**config.mk**
```make
export PLATFORM = sky130hd
export DESIGN_NAME = matmul_ctrl
export DESIGN_NICKNAME = d
export VERILOG_FILES = /design/src/rtl/matmul_ctrl.sv
export SDC_FILE = /design/constraint.sdc
export NUM_CORES = 1
export LEC_CHECK = 0
export CORE_MARGIN = 2
export CORE_UTILIZATION = 45
export CTS_CLUSTER_DIAMETER = 80
export DETAILED_ROUTE_END_ITERATION = 8
export PLACE_DENSITY = 0.85
export SLEW_MARGIN = 20
export SYNTH_ARGS = -nofsm -noshare
export SYNTH_HDL_FRONTEND = slang
export SYNTH_SLANG_ARGS = --single-unit
```
**constraint.sdc**
```tcl
create_clock -name clk_i -period 2.85 [get_ports clk_i]
set_clock_uncertainty 0.05 [all_clocks]
set_input_delay 0.7125 -clock clk_i [delete_from_list [all_inputs] [get_ports clk_i]]
set_output_delay 0.7125 -clock clk_i [all_outputs]
set_load 0.05 [all_outputs]
```
**src/rtl/matmul_ctrl.sv**
```systemverilog
// Matrix-multiply sequencer: clear PE array, feed K operand slices, drain, write N result rows, pulse done.
// Optional sticky PE-overflow flag (ovf_o) is built only when MATMUL_CTRL_OVF_EN is defined.
module matmul_ctrl #(
    parameter int MAX_DIM     = 4,
    parameter int SP_NTARGETS = 4
) (
    input  logic                                   clk_i,
    input  logic                                   rst_i,
    input  logic                                   start_i,
    input  logic [$clog2(MAX_DIM)-1:0]             n_dim_i,
    input  logic [$clog2(MAX_DIM)-1:0]             k_dim_i,
    input  logic [$clog2(MAX_DIM)-1:0]             m_dim_i,
    input  logic [$clog2(SP_NTARGETS)-1:0]         sp_target_i,
    input  logic                                   pe_ovf_i,
    output logic                                   busy_o,
    output logic                                   done_o,
    output logic                                   pe_clear_o,
    output logic                                   ops_rd_en_o,
    output logic [$clog2(MAX_DIM)-1:0]             ops_rd_addr_o,
    output logic                                   sp_we_o,
    output logic [$clog2(SP_NTARGETS*MAX_DIM)-1:0] sp_addr_o,
    output logic [$clog2(MAX_DIM)-1:0]             row_sel_o,
    output logic                                   ovf_o
);
    localparam int DW = $clog2(MAX_DIM);
    localparam int TW = $clog2(SP_NTARGETS);
    localparam int CW = $clog2(2*MAX_DIM);

    typedef enum logic [2:0] {
        S_IDLE,
        S_CLEAR,
        S_FEED,
        S_FLUSH,
        S_WRITE,
        S_DONE
    } state_t;

    state_t          state_q, state_d;
    logic [CW-1:0]   cnt_q, cnt_d;
    logic [DW-1:0]   n_q, k_q, m_q;
    logic [TW-1:0]   tgt_q;
    logic            accept;
    logic [CW-1:0]   feed_last, flush_last, write_last;

    assign accept = (state_q == S_IDLE) && start_i;

    // Counter terminal values: dims are stored minus one, so FLUSH (N+M-1 cycles) ends at n+m.
    assign feed_last  = CW'(k_q);
    assign flush_last = CW'(n_q) + CW'(m_q);
    assign write_last = CW'(n_q);

    always_ff @(posedge clk_i or posedge rst_i) begin
        if (rst_i) begin
            state_q <= S_IDLE;
            cnt_q   <= '0;
        end else begin
            state_q <= state_d;
            cnt_q   <= cnt_d;
        end
    end

    always_ff @(posedge clk_i or posedge rst_i) begin
        if (rst_i) begin
            n_q   <= '0;
            k_q   <= '0;
            m_q   <= '0;
            tgt_q <= '0;
        end else if (accept) begin
            n_q   <= n_dim_i;
            k_q   <= k_dim_i;
            m_q   <= m_dim_i;
            tgt_q <= sp_target_i;
        end
    end

    always_comb begin
        state_d = state_q;
        cnt_d   = cnt_q;
        unique case (state_q)
            S_IDLE: begin
                cnt_d = '0;
                if (start_i) state_d = S_CLEAR;
            end
            S_CLEAR: begin
                cnt_d   = '0;
                state_d = S_FEED;
            end
            S_FEED: begin
                if (cnt_q == feed_last) begin
                    cnt_d   = '0;
                    state_d = S_FLUSH;
                end else begin
                    cnt_d = cnt_q + 1'b1;
                end
            end
            S_FLUSH: begin
                if (cnt_q == flush_last) begin
                    cnt_d   = '0;
                    state_d = S_WRITE;
                end else begin
                    cnt_d = cnt_q + 1'b1;
                end
            end
            S_WRITE: begin
                if (cnt_q == write_last) begin
                    cnt_d   = '0;
                    state_d = S_DONE;
                end else begin
                    cnt_d = cnt_q + 1'b1;
                end
            end
            S_DONE: begin
                cnt_d   = '0;
                state_d = S_IDLE;
            end
            default: begin
                cnt_d   = '0;
                state_d = S_IDLE;
            end
        endcase
    end

    // Strobes decode the registered state only; indices are forced to zero when idle.
    always_comb begin
        busy_o        = (state_q != S_IDLE);
        done_o        = (state_q == S_DONE);
        pe_clear_o    = (state_q == S_CLEAR);
        ops_rd_en_o   = (state_q == S_FEED);
        sp_we_o       = (state_q == S_WRITE);
        ops_rd_addr_o = '0;
        row_sel_o     = '0;
        sp_addr_o     = '0;
        if (state_q == S_FEED) begin
            ops_rd_addr_o = cnt_q[DW-1:0];
        end
        if (state_q == S_WRITE) begin
            row_sel_o = cnt_q[DW-1:0];
            sp_addr_o = {tgt_q, cnt_q[DW-1:0]};
        end
    end

`ifdef MATMUL_CTRL_OVF_EN
    logic ovf_q;

    always_ff @(posedge clk_i or posedge rst_i) begin
        if (rst_i) begin
            ovf_q <= 1'b0;
        end else if (state_q == S_CLEAR) begin
            ovf_q <= 1'b0;
        end else if (pe_ovf_i && ((state_q == S_FEED) || (state_q == S_FLUSH))) begin
            ovf_q <= 1'b1;
        end
    end

    assign ovf_o = ovf_q;
`else
    logic pe_ovf_unused;

    assign pe_ovf_unused = pe_ovf_i;
    assign ovf_o         = 1'b0;
`endif

endmodule
```
======== Word level (Yosys, flattened, before mapping) ========
Index checks and enable logic that the tools add are counted.
word-level totals
  input bits .............................. 12
  output and inout bits ................... 14
  bits in registers ....................... 14
cells by class
  muxes and demuxes ....................... 12
  $add $sub $neg .......................... 2
  reductions and logical operators ........ 4
  equality and inequality tests ........... 12
operators by type and width
  kind                 count
  $mux 3               7
  $pmux 3 s5           1
  $pmux 3 s3           1
  $eq 3x2->1           2
  $eq 3x2->1 const B   2
  $eq 3x3->1 const B   2
  $mux 2               2
  $mux 4               1
  $ne 2x1->1 const B   2
  $ne 2x2->1 const B   2
  $reduce_and 4->1     1
  $add 2x2->3          1
  $add 3x1->3 const B  1
  $eq 3x1->1 const B   1
  $eq 3x3->1           1
  $logic_not 3->1      1
  $reduce_bool 3->1    1
  $logic_and 1x1->1    1

======== Longest topological paths before layout ========
  word-level depth ........................ 4
  gate-level depth with buffers ........... 6
  gate-level depth less buffers ........... 6

======== Worst setup path after synthesis ========
Ideal clock, no wire load.
  kind .................................... reg2out
  start point ............................. reg state_q[1]
  end point ............................... out sp_addr_o[0]
  stages on the path, launching flop included .. 5
  slack ................................... -0.136 ns
  data arrival time ....................... 2.223 ns
  cells stage by stage .................... dfrtp_1 -> buf_2 -> nor3b_2 -> and2_1 -> buf_4
on the way
  word-level cells in the longest chain between the ends .. 2
RTL lines
  item                    line  text
  start, declared         38    state_t state_q, state_d;
  start signal, assigned  57    state_q <= state_d;
  $eq 3x3->1              -
  via sp_we_o             20    output logic sp_we_o,
  $mux 4                  136   if (state_q == S_WRITE) begin
  end, declared           21    output logic [$clog2(SP_NTARGETS*MAX_DIM)-1:0] sp_addr_o,
The timed path passes the listed nets, and every way through them passes these cells.

======== Final worst setup path ========
  start point ............................. reg state_q[0]
  end point ............................... out done_o
on the way
  word-level cells in the longest chain between the ends .. 1
RTL lines
  item           line  text
  $eq 3x3->1     126   done_o = (state_q == S_DONE);
  end, declared  16    output logic done_o,
Every way passes these cells.

==> summary.txt <==
Global route
  – Antenna violations before repair: 0
  – Largest net degree at the start of global routing: 15
  – Vias in the first global route: between 600 and 700
  – GRT Total Usage: 16.4%
  – Total grt overflow: 0
  – First-pass GRT wire length: 2.50 mm

Drt
  – Routed met3 length: 92 um
  – Final wirelength: approximately 1.7 mm
  – DRT met1 WL: 693 um
  – Final ANT Viol Nets: 0
  – DR WL/cell: 13.1 um
  – Vias per inst: 5.30
  – Met2 wire length: 844 um
  – First drt pass iteration count: 4
  – Routed via count: 678
  – Residual DRC: 0
  – 1st-iter DRT viols: 6
  – Top Layer Used: met4

Floorplan
  – Die Width: 47.6 um
  – Core Box Area: 1760 sq um
  – Die footprint: 2260 sq um
  – Starting Density: between 40 and 50%
  – FP Rows: 15
  – Die height: 47.6 um
  – IO Pins: 26

Worst setup path
  – Crit end category: primary output
  – Worst setup SP type: flip-flop
  – R2r setup slk: 0.74 ns
  – Data required time at the worst endpoint: ~2.1 ns
  – FF-to-FF End: state_q[0]$_DFFE_PP0P_
  – CP arrival: between 1.5 and 2 ns
  – FF-to-FF Start: n_q[0]$_DFFE_PP0P_
  – Worst r2r path cells: 6
  – Crit Path Max Fanout: 8
  – Critical path class: reg2out

Yosys
  – Synthesized area: about 850 sq um
  – Post-synth EDFFs: 0
  – Avg Cell Area, Syn: 10.2 sq um
  – Post-synthesis net count: slightly below 100
  – #FFs+latches synth: 14
  – Ys flop type: dfrtp_1
  – Async SR Flop Fraction: 100%
  – Count leader, synth: dfrtp_1
  – Yosys warns: 0
  – Yosys top cell area share: 41.0%
  – Leading area contributor after synthesis: dfrtp_1
  – Post-synthesis cell type count: 33
  – Gate Count Post-Synth: 84
  – Sequential share of the synthesized area: 41.0%
  – Synth cell count leaders: dfrtp_1, inv_1, mux2_2, xor2_1, and2_1
  – Synth top area cells: dfrtp_1, mux2_2, xor2_1

Power
  – Power Total: 1.19 mW
  – Worst vdd ir: 625 uV
  – Pwr dens: approximately 1100 nW/um^2
  – LEAKAGE: 0.497 nW

Timing
  – Final setup violation count: 0
  – Final worst path period share: 96.0%
  – Achievable frequency: 366 MHz
  – Final Critical Period: 2.74 ns
  – Final Hold Viols: 0
  – Post-Route Setup TNS: 0 ns
  – Slew headroom: 63.5%
  – Worst-Margin Slew: about 0.54 ns
  – Final Max Slew Viols: 0
  – RSZ-0062 raised after global routing: no

Clocking
  – Clk_lat worst skew: 0.28 ns
  – CTS Sinks: 14
  – Reg clk slew, reported paths: around 0.080 ns
  – Post-CTS setup buffer count: 0
  – Clock root cell: clkbuf_4
  – CTS tree: yes
  – CTS max path bufs: 2
  – H-tree level count: 1
  – CTS Buf Count: 3

Placed design
  – I/O Buffers: 23
  – Dpl cell area: 1060 sq um
  – Global placer's final weighted congestion: 0.773
  – DP HPWL: 1.30 mm
  – DP Cell Count: 125

Hold path
  – End of the worst hold path: tgt_q[1]$_DFFE_PP0P_
  – Hold Startpoint: tgt_q[1]$_DFFE_PP0P_
  – Worst hold path type: reg2reg
  – Hold path depth: 1

Run status
  – Status: completed

Layout
  – Fillers: 161
  – Final net count: 120
  – Share of layout cells above drive strength 1: 17.5%
  – Ant diodes: 0
  – Layout Area Growth over Synthesis: 26.8%
  – Fin util: between 60% and 70%
  – Design Area, Final: 1080 sq um
  – Final cell count without fillers: around 130

Run
  – MaxCap Viol Count: 0
==> critical path: stages (launching register included) <==
cell and delay, ns:
dfrtp_1 0.55, inv_2 0.12, nor3b_1 0.20, clkdlybuf4s50_1 0.82
==> final cells by class <==
cell class	instances	area (sq um)	share of cell area, %
multi-input cells	54	424	39.1
flip-flops and latches	14	350	32.3
repair buffers	24	225	20.8
well taps	25	31.3	2.89
inverters	8	30.0	2.77
clock buffers	3	22.5	2.08
==> placed cells by master (no fill, tap or decap) <==
cell type / n
dfrtp_1: 14
nor2b_1: 1
nand2_1: 3
a311o_1: 1
a211oi_1: 1
o21ai_0: 2
o32ai_1: 2
nand3_1: 2
fa_1: 1
buf_4: 7
dlymetal6s2s_1: 1
o31ai_1: 1
mux2_2: 6
inv_1: 7
ha_1: 2
conb_1: 1
or4_1: 1
xor2_1: 6
nor3_1: 4
nor3b_4: 1
xnor2_1: 2
o22ai_1: 1
a21o_1: 1
and3_1: 1
nor4_1: 2
nand2b_1: 1
and2_1: 5
nor4b_1: 1
clkbuf_4: 3
nor3b_1: 1
o41ai_1: 2
nor2_1: 2
inv_2: 1
clkdlybuf4s50_1: 16
==> routing by layer <==
layer / GRT usage, % / vias up
met5: 0 / -
met4: 9.73 / 0
met3: 2.26 / 4
met2: 29.7 / 30
met1: 18.1 / 313
li1: - / 331
==> report_power, final <==
part | internal (mW) | switching [mW]
Combinational | 0.290 | 0.380
Sequential | 0.292 | 0.112
Clock | 0.0491 | 0.0618
==> through the flow <==
step	hold slack, ns	worst slack, ns
6_report	0.466	0.115
5_1_grt	0.488	0.00609
4_1_cts	0.467	0.0278
3_5_place_dp	0.448	0.344
3_3_place_gp	0.431	0.350
2_1_floorplan	0.422	0.123
==> cells by family after synthesis <==
logic type / count (synthesis) / share of synthesized area, %
buf+inv: 16 / 10.1
fa+ha+maj: 3 / 5.27
flops: 14 / 41.0
simple gates: 25 / 17.3
xor+xnor: 8 / 8.20
compound gates: 11 / 9.81
other cells: 1 / 0.439
mux: 6 / 7.91
==> registers in the layout, summed over array words and instances (netlist names) <==
| register | flops |
|---|---|
| k_q | 2 |
| state_q | 3 |
| n_q | 2 |
| cnt_q | 3 |
| tgt_q | 2 |
| m_q | 2 |
==> how the worst max path moves through the flow <==
stage | slack (ns) | start | depth (start not counted) | endpoint
3_5_place_dp | 0.34 | state_q[1]$_DFFE_PP0P_ | 3 | ops_rd_addr_o[1]
2_1_floorplan | 0.12 | state_q[1]$_DFFE_PP0P_ | 4 | sp_addr_o[0]
4_1_cts | 0.03 | state_q[1]$_DFFE_PP0P_ | 3 | ops_rd_addr_o[1]
5_1_grt | 0.006 | state_q[0]$_DFFE_PP0P_ | 3 | done_o
6_report | 0.11 | state_q[0]$_DFFE_PP0P_ | 3 | done_o
3_3_place_gp | 0.35 | state_q[1]$_DFFE_PP0P_ | 3 | ops_rd_addr_o[1]
==> what timing repair did <==
| item | 4_1_cts | 5_1_grt |
|---|---|---|
| hold buffers | 0 | 0 |
| resized for setup | 0 | 1 |
| endpoints found under the setup margin | 0 | 1 |
Note: power is estimated with default switching activity, not from simulation.
